### src/rtl/fifo_rd_serializer_pkg.sv
// Shared types for the FIFO read-side word-to-beat serializer.
package fifo_rd_serializer_pkg;

  typedef enum logic {
    IDLE = 1'b0,
    SEND = 1'b1
  } state_e;

endpackage

### src/rtl/fifo_rd_serializer.sv
// Pops IN_WIDTH words from a sync_fifo and emits them as RATIO beats of
// OUT_WIDTH bits, least-significant slice first, with back-to-back reload.
module fifo_rd_serializer
  import fifo_rd_serializer_pkg::*;
#(
  parameter int unsigned IN_WIDTH  = 64,
  parameter int unsigned OUT_WIDTH = 16
) (
  input  logic                 clk_i,
  input  logic                 reset_i,
  input  logic [IN_WIDTH-1:0]  fifo_rdata_i,
  input  logic                 fifo_rempty_i,
  output logic                 fifo_rd_en_o,
  input  logic                 flush_i,
  output logic                 out_valid_o,
  input  logic                 out_ready_i,
  output logic [OUT_WIDTH-1:0] out_data_o,
  output logic                 out_last_o
);

  localparam int unsigned RATIO = IN_WIDTH / OUT_WIDTH;
  localparam int unsigned CNT_W = (RATIO > 1) ? $clog2(RATIO) : 1;
  localparam logic [CNT_W-1:0] CNT_LAST = CNT_W'(RATIO - 1);

  if ((IN_WIDTH % OUT_WIDTH) != 0 || RATIO < 2) begin : g_bad_ratio
    $error("fifo_rd_serializer: IN_WIDTH must be an integer multiple (>=2) of OUT_WIDTH");
  end

  state_e               state_q, state_d;
  logic [IN_WIDTH-1:0]  hold_q, hold_d;
  logic [CNT_W-1:0]     cnt_q, cnt_d;
  logic                 hs_c;
  logic                 last_c;
  logic                 load_c;

  assign hs_c   = (state_q == SEND) && out_ready_i;
  assign last_c = (state_q == SEND) && (cnt_q == CNT_LAST);

  // Pop when idle, or when the final beat of the current word is accepted.
  assign load_c = !reset_i && !flush_i && !fifo_rempty_i &&
                  ((state_q == IDLE) || (hs_c && last_c));

  assign fifo_rd_en_o = load_c;

  always_ff @(posedge clk_i) begin
    if (reset_i) begin
      state_q <= IDLE;
      hold_q  <= '0;
      cnt_q   <= '0;
    end else begin
      state_q <= state_d;
      hold_q  <= hold_d;
      cnt_q   <= cnt_d;
    end
  end

  always_comb begin
    state_d = state_q;
    hold_d  = hold_q;
    cnt_d   = cnt_q;
    if (flush_i) begin
      state_d = IDLE;
      cnt_d   = '0;
    end else if (load_c) begin
      state_d = SEND;
      hold_d  = fifo_rdata_i;
      cnt_d   = '0;
    end else if (hs_c && last_c) begin
      state_d = IDLE;
      cnt_d   = '0;
    end else if (hs_c) begin
      cnt_d   = cnt_q + CNT_W'(1);
    end
  end

  // Beat outputs decode registered state only; reset forces them low.
  assign out_valid_o = !reset_i && (state_q == SEND);
  assign out_last_o  = out_valid_o && (cnt_q == CNT_LAST);
  assign out_data_o  = out_valid_o ? hold_q[32'(cnt_q) * OUT_WIDTH +: OUT_WIDTH]
                                   : '0;

endmodule
### config.mk
export PLATFORM = sky130hd
export DESIGN_NAME = fifo_rd_serializer
export DESIGN_NICKNAME = d
export VERILOG_FILES = /design/src/rtl/fifo_rd_serializer_pkg.sv /design/src/rtl/fifo_rd_serializer.sv
export SDC_FILE = /design/constraint.sdc
export NUM_CORES = 1
export LEC_CHECK = 0
export BUFFER_PORTS_ARGS = -buffer_cell sky130_fd_sc_hd__buf_2
export CELL_PAD_IN_SITES_DETAIL_PLACEMENT = 0
export CELL_PAD_IN_SITES_GLOBAL_PLACEMENT = 1
export CORE_MARGIN = 1.5
export CORE_UTILIZATION = 38
export DETAILED_ROUTE_END_ITERATION = 10
export GPL_TIMING_DRIVEN = 1
export PLACE_DENSITY = 0.75
export SLEW_MARGIN = 20
export SYNTH_ARGS = -nofsm -noshare
export SYNTH_HDL_FRONTEND = slang
export SYNTH_SLANG_ARGS = --single-unit
### constraint.sdc
create_clock -name clk_i -period 1.8 [get_ports clk_i]
set_input_delay 0.18 -clock clk_i [delete_from_list [all_inputs] [get_ports clk_i]]
set_output_delay 0.18 -clock clk_i [all_outputs]
set_load 0.02 [all_outputs]
==> key figures, run 1 <==
CTS
  • Cts bufs inserted: 9
  • Worst-Skew Late Latency: roughly 0.32 ns
  • CTS sink count: between 60 and 70
  • Clock buffer depth: 2
  • Worst-path clk slew: roughly 0.07 ns
  • CTS tree: built
  • Root buffer cell: clkbuf_8
  • H-Tree Depth: 3

Yosys
  • Adder-cell share of the synthesized area: less than 1%
  • Synth Area in Compound Gates: between 10% and 20%
  • Syn avg cell area: just under 9 sq um
  • Simple-Gate Fraction of Synth Area: between 20% and 30%
  • Seq/Total Area, Yosys: around 44%
  • Netlist cell types: 25
  • Post-synthesis mux area share: around an eighth
  • Synthesized flop and latch total: 67
  • Cells after Synth: approximately 340
  • Syn. warnings: 0
  • Synthesized Nets: ~410
  • Largest family of logic cells by synthesized area: simple AND/OR/NAND/NOR gates
  • Post-Syn Area: approximately 3000 sq um
  • Synth Area in XOR/XNOR: less than 1%

Setup path
  • R2R Setup Slk: around 0.15 ns
  • Worst Path Required: 1.62 ns
  • Worst Path Class, Setup: reg2out
  • Data arrival, critical path: 1.71 ns
  • Slowest cell delay on critical path: roughly 0.50 ns
  • Critical Path Slowest Stage Cell: mux4_2
  • CP endpoint kind: primary output
  • CP cell instances: buf_8 -> mux4_2 -> and3_4 -> buf_6
  • CP max FO: 6
  • Crit start category: flip-flop

Floorplanning
  • Die height: approximately 92 microns
  • # rows: 32
  • Die area: 8530 sq um
  • CORE AREA: ~7700 sq um
  • Initial Util: a little under 40%
  • Die Wd: 92.3 microns
  • I/O pin count: about 90

GRT
  • Global-route wire length before repair: 13,300 microns
  • Overflow after GRT: 0
  • GRT Total Usage: ~20%
  • Vias in the first global route: around 2,600
  • Initial antenna violation count: 0
  • Largest net degree at the start of global routing: 65

Timing
  • Max Slew Vio Count: 0
  • Fin crit share: 105%
  • Final-report setup violation count: 16
  • PnR worst setup slack: -0.0905 ns
  • Max Fclk: ~0.53 GHz
  • Final Hold Fails: 0
  • Final min period: 1.89 ns
  • RSZ-0062 raised after global routing: yes
  • Worst slew margin: roughly two thirds
  • Setup TNS: -1.12 ns
  • Layout Skew: between 0.006 and 0.007 ns
  • Worst Tran Pin Value: 0.487 ns

Outcome
  • Failing checks: setup timing
  • Status: finished with violations

Placement
  • Area after DPL: ~3500 sq um
  • IO Port Bufs: 87
  • Final Wtd Congestion: 0.824
  • Dpl hpwl: ~5500 microns
  • DP Worst Slack: around 0.14 ns

Detailed routing
  • 1st-iter DRT viols: between 100 and 150
  • DRT antenna net count: 0
  • Vias per cell: around 5.1
  • Vias: ~2,700
  • Highest routed layer: met4
  • Metal2 WL: 3590 microns
  • # DRC: 0
  • Met1 Wirelength: 4110 microns
  • Overall routed net length: just over 8000 microns
  • Met3 WL: 466 microns
  • Avg WL per Cell: between 15 and 20 microns
  • First drt pass iteration count: 4

Final layout
  • Area grow syn2layout: 28.8%
  • Layout cells sized above 1: a little over a third
  • Inserted Diodes: 0
  • Fin area: ~3900 sq um
  • Commonest non-fill, non-tap cell in the layout: buf_2
  • Most frequent cells in the layout: 71 x buf_2, 67 x nand2_1, 66 x nand3_1, 66 x dfxtp_1, 58 x o21ai_0
  • Fill count: 750
  • Nets: 494

Pwr
  • Total power: approximately 0.0030 W
  • Clock Power Share: between 30% and 40%
  • Sequential power share: a little over half
  • Logic pwr share: 10.7%
  • Pwr dens: around 760 nW/um^2
  • Max VDD drop: between 0.0003 and 0.0004 V
  • Switch share: 24.5%
  • NetSw: 0.000725 W
  • Power Internal: between 0.002 and 0.0025 W
  • P_leak: between 1.5 and 2 nW

Run
  • MaxCap Viol Count: 0

Worst hold path
  • Hold Crit Class: in2reg
==> critical path: cells and delay by family, from the launching register on <==
kind / cells / cell delay [ns]
AND/OR/NAND/NOR: 1 / 0.20
flip-flops: 1 / 0.41
multiplexers: 1 / 0.50
buffers and inverters: 2 / 0.27
==> Yosys cell counts <==
library cell | number | area share [%]
dfxtp_1 | 67 | 44
nand2_1 | 67 | 8.3
nand3_1 | 66 | 11
o21ai_0 | 58 | 9.6
and3_1 | 17 | 3.5
clkbuf_1 | 14 | 1.7
buf_2 | 10 | 1.7
mux4_2 | 9 | 6.7
buf_6 | 7 | 2.6
mux4_1 | 7 | 6.1
o21ai_1 | 6 | 0.99
buf_1 | 2 | 0.25
nor2_1 | 2 | 0.25
a21bo_2 | 1 | 0.33
a21boi_0 | 1 | 0.25
a21oi_1 | 1 | 0.16
and2_4 | 1 | 0.29
buf_12 | 1 | 0.66
buf_4 | 1 | 0.25
ha_1 | 1 | 0.41
inv_1 | 1 | 0.12
inv_2 | 1 | 0.12
nor3_1 | 1 | 0.16
o211ai_1 | 1 | 0.25
xor2_1 | 1 | 0.29
==> kinds of logic (layout without fill, tap and decap cells) <==
kind of cell	after synthesis	count (layout)
AO/OA/AOI/OAI	68	68
XOR/XNOR	1	1
adder cells (fa/ha/maj)	1	1
buffers and inverters	37	120
flip-flops	67	67
multiplexers	16	16
AND/OR/NAND/NOR	154	155
==> stage by stage <==
step           std cells  util (%)  hold WS, ns
2_1_floorplan        344         -        0.286
3_3_place_gp         510      45.6        0.400
3_5_place_dp         510      45.6        0.401
4_1_cts              530      50.5       0.0542
5_1_grt              530      50.6       0.0569
6_report             530      50.6       0.0656
==> registers in the layout (all words and copies together), names as in the netlist <==
| signal | flops |
|---|---|
| cnt_q | 2 |
| hold_q | 64 |
| state_q | 1 |
==> power groups by stage <==
stage	registers [W]	clock network (W)	logic, W
after floorplan	0.00162	0	0.000179
after global placement	0.00163	0	0.000295
after detailed placement	0.00164	0	0.000299
after CTS	0.00160	0.00106	0.000319
after global routing	0.00161	0.00113	0.000351
final	0.00160	0.00104	0.000316
==> layout make-up <==
cell class,count,area (sq um),area share [%]
clock buffer,12,145,3.71
timing repair buffer,103,733,18.8
clock inverter,3,15.0,0.384
inverter,2,7.51,0.192
sequential,67,1350,34.4
multi-input combinational,241,1530,39.3
tap,102,128,3.27
==> final timing paths <==
path                                           endpoint  depth (start not counted)                     from
worst max-delay path                      out_data_o[3]                          4    cnt_q[0]$_SDFFE_PP0P_
worst min-delay path            hold_q[36]$_SDFFE_PP0P_                          3         fifo_rdata_i[36]
worst max register to register  hold_q[46]$_SDFFE_PP0P_                          5    cnt_q[0]$_SDFFE_PP0P_
worst min register to register  hold_q[54]$_SDFFE_PP0P_                          2  hold_q[54]$_SDFFE_PP0P_
==> timing repair <==
item	4_1_cts	5_1_grt
endpoints found under the setup margin	17	16
pin swaps	2	0
resized for setup	59	1
buffers inserted	3	0
gates cloned	2	0
hold buffers	0	0
==> routing by layer <==
metal / GRT usage [%] / vias up
li1: - / 1372
met1: 29.7 / 1259
met2: 29.1 / 81
met3: 3.37 / 10
met4: 7.69 / 0
met5: 0 / -
No activity file was read; power rests on OpenSTA's default activity.
==> run 2, diff against run 1 <==
==> constraint.sdc (replaced) <==
create_clock -name clk_i -period 1.95 [get_ports clk_i]
set_input_delay 0.195 -clock clk_i [delete_from_list [all_inputs] [get_ports clk_i]]
set_output_delay 0.195 -clock clk_i [all_outputs]
set_load 0.02 [all_outputs]
==> key figures, run 2 (synthesized netlist as in run 1, its figures left out) <==
Pwr
  • P_leak: 1.53 nW (+0.12%)
  • Max VDD drop: 0.000409 V (+19%)
  • Total power: 0.00291 W (-1.7%)
  • Pwr dens: 744 nW/um^2 (-1.7%)

GRT
  • Met2 GRT Util: 28.4% (-0.74 points)
  • Global-route wire length before repair: 13,400 microns (+0.88%)
  • Grt met3 use: 4.11% (+0.74 points)
  • GR Util met1: 30.7% (+0.99 points)
  • Vias in the first global route: 2,591 (-1.4%)
  • Largest net degree at the start of global routing: 65 (unchanged)
  • GRT Total Usage: 20.3% (+0.18 points)
  • Overflow after GRT: 0 (unchanged)
  • GR peak layer: met1
  • Initial antenna violation count: 0 (unchanged)

Placement
  • IO Port Bufs: 87 (unchanged)
  • Final Wtd Congestion: 0.797 (-3.3%)
  • DP Worst Slack: 0.254 ns (+0.117 ns)
  • Dpl hpwl: 5390 microns (-2.5%)
  • Area after DPL: 3520 sq um (-0.21%)

CTS
  • Hold bufs inserted after CTS: 0 (unchanged)
  • Root buffer cell: clkbuf_8
  • CTS tree: built
  • Cts bufs inserted: 9 (unchanged)
  • Worst-Skew Late Latency: 0.33 ns (about the same)
  • H-Tree Depth: 3 (unchanged)
  • CTS sink count: 67 (unchanged)
  • Clock buffer depth: 2 (unchanged)
  • Worst-path clk slew: 0.07 ns (about the same)

Floorplanning
  • Initial Util: 39.2% (unchanged)
  • Die Wd: 92.3 microns (unchanged)
  • CORE AREA: 7730 sq um (unchanged)
  • # rows: 32 (unchanged)
  • Die area: 8530 sq um (unchanged)
  • I/O pin count: 88 (unchanged)
  • Die height: 92.3 microns (unchanged)

Final layout
  • Layout Utilization: 50.6% (about the same)
  • Fill count: 779 (+3.9%)
  • Most frequent cells in the layout: 71 x buf_2, 67 x nand2_1, 66 x nand3_1, 66 x dfxtp_1, 58 x o21ai_0
  • Area occupied by multi-input gates: 1530 sq um (-0.33%)
  • Inserted Diodes: 0 (unchanged)
  • Largest registers: hold_q x64, cnt_q x2, state_q x1
  • Reg area: 1350 sq um (unchanged)
  • Layout cells sized above 1: 35.8% (-0.15 points)
  • Fin area: 3910 sq um (about the same)
  • Area grow syn2layout: 28.9% (about the same)
  • Nets: 492 (-0.40%)
  • Commonest non-fill, non-tap cell in the layout: buf_2
  • Register with the most flip-flops: hold_q
  • Max FFs per register: 64 (unchanged)

Timing
  • Fin crit share: ~98%
  • Max Fclk: 0.525 GHz
  • Worst Tran Pin Value: 0.489 ns (+0.00210 ns)
  • Worst slew margin: 67.4% (-0.14 points)
  • RSZ-0062 raised after global routing: yes
  • Final min period: around 1.9 ns
  • Layout Skew: 0.00744 ns (+0.00119 ns)
  • Max Slew Vio Count: 0 (unchanged)
  • PnR worst setup slack: 0.0437 ns (+0.134 ns)
  • Final-report setup violation count: 0 (-16)
  • Final Hold Fails: 0 (unchanged)

Run
  • MaxCap Viol Count: 0 (unchanged)

Setup path
  • CP max FO: 7 (+1)
  • Worst Path Required: 1.75 ns (+0.13 ns)
  • CP endpoint kind: primary output
  • Data arrival, critical path: 1.71 ns (about the same)
  • Worst Path Class, Setup: reg2out
  • Crit start category: flip-flop

Detailed routing
  • 1st-iter DRT viols: 195 (+35%)
  • Vias per cell: 5.16 (+0.41%)
  • First drt pass iteration count: 4 (unchanged)
  • Vias: 2,728 (+0.22%)
  • DRT antenna net count: 0 (unchanged)
  • Avg WL per Cell: 15.9 microns (+2.0%)
  • # DRC: 0 (unchanged)
  • Overall routed net length: 8410 microns (+1.8%)

Worst hold path
  • Hold Crit Class: in2reg

Outcome
  • Status: complete, no violations
==> run 2: per-layer routing <==
layer	vias up	routed length, microns	part of all wire, %
met1	1267	4300	51
met2	85	3580	42
met5	-	0	0
met4	0	106	1.3
met3	7	428	5.1
li1	1369	-	-
==> run 2: where the power goes <==
group,leakage [nW],internal (W),total [W],switching [W]
clock,0.0991,0.000619,0.00114,0.000517
sequential,0.549,0.00144,0.00148,0.0000399
combinational,0.885,0.000136,0.000293,0.000156
total,1.53,0.00219,0.00291,0.000714
==> run 2: through the flow <==
stage / hold slack (ns) / std cells / TNS [ns]
6_report: 0.0778 / 529 / 0
5_1_grt: 0.0724 / 529 / -0.0132
4_1_cts: 0.0690 / 527 / 0
3_5_place_dp: 0.416 / 509 / 0
3_3_place_gp: 0.411 / 509 / 0
2_1_floorplan: 0.301 / 344 / 0
==> run 2: cell type report <==
class	instances	area share, %
Multi-Input combinational cell	241	39.1
Sequential cell	67	34.4
Timing Repair Buffer	101	18.1
Clock buffer	11	3.62
Tap cell	102	3.26
Clock inverter	5	1.34
Inverter	2	0.192
==> run 2: worst paths after layout <==
path                                         startpoint                       to  slack (ns)  cells after the start
worst max-delay path              cnt_q[0]$_SDFFE_PP0P_            out_data_o[7]        0.04                      4
worst min-delay path                   fifo_rdata_i[56]  hold_q[56]$_SDFFE_PP0P_        0.08                      3
worst max register to register    cnt_q[0]$_SDFFE_PP0P_  hold_q[53]$_SDFFE_PP0P_        0.18                      7
worst min register to register  hold_q[50]$_SDFFE_PP0P_  hold_q[50]$_SDFFE_PP0P_        0.45                      2
==> run 2: repair_timing <==
item                                   CTS  global route
pin swaps                                2             0
setup buffers                            0             2
setup endpoints to repair               17            17
gates resized for setup                 17            39
gates cloned                             2             0
endpoints found under the hold margin    0             0
==> run 2: critical path, cell delays in order (launching register included) <==
cell and delay, ns:
dfxtp_4 0.40, buf_12 0.14, mux4_2 0.50, and3_4 0.20
buf_6 0.12
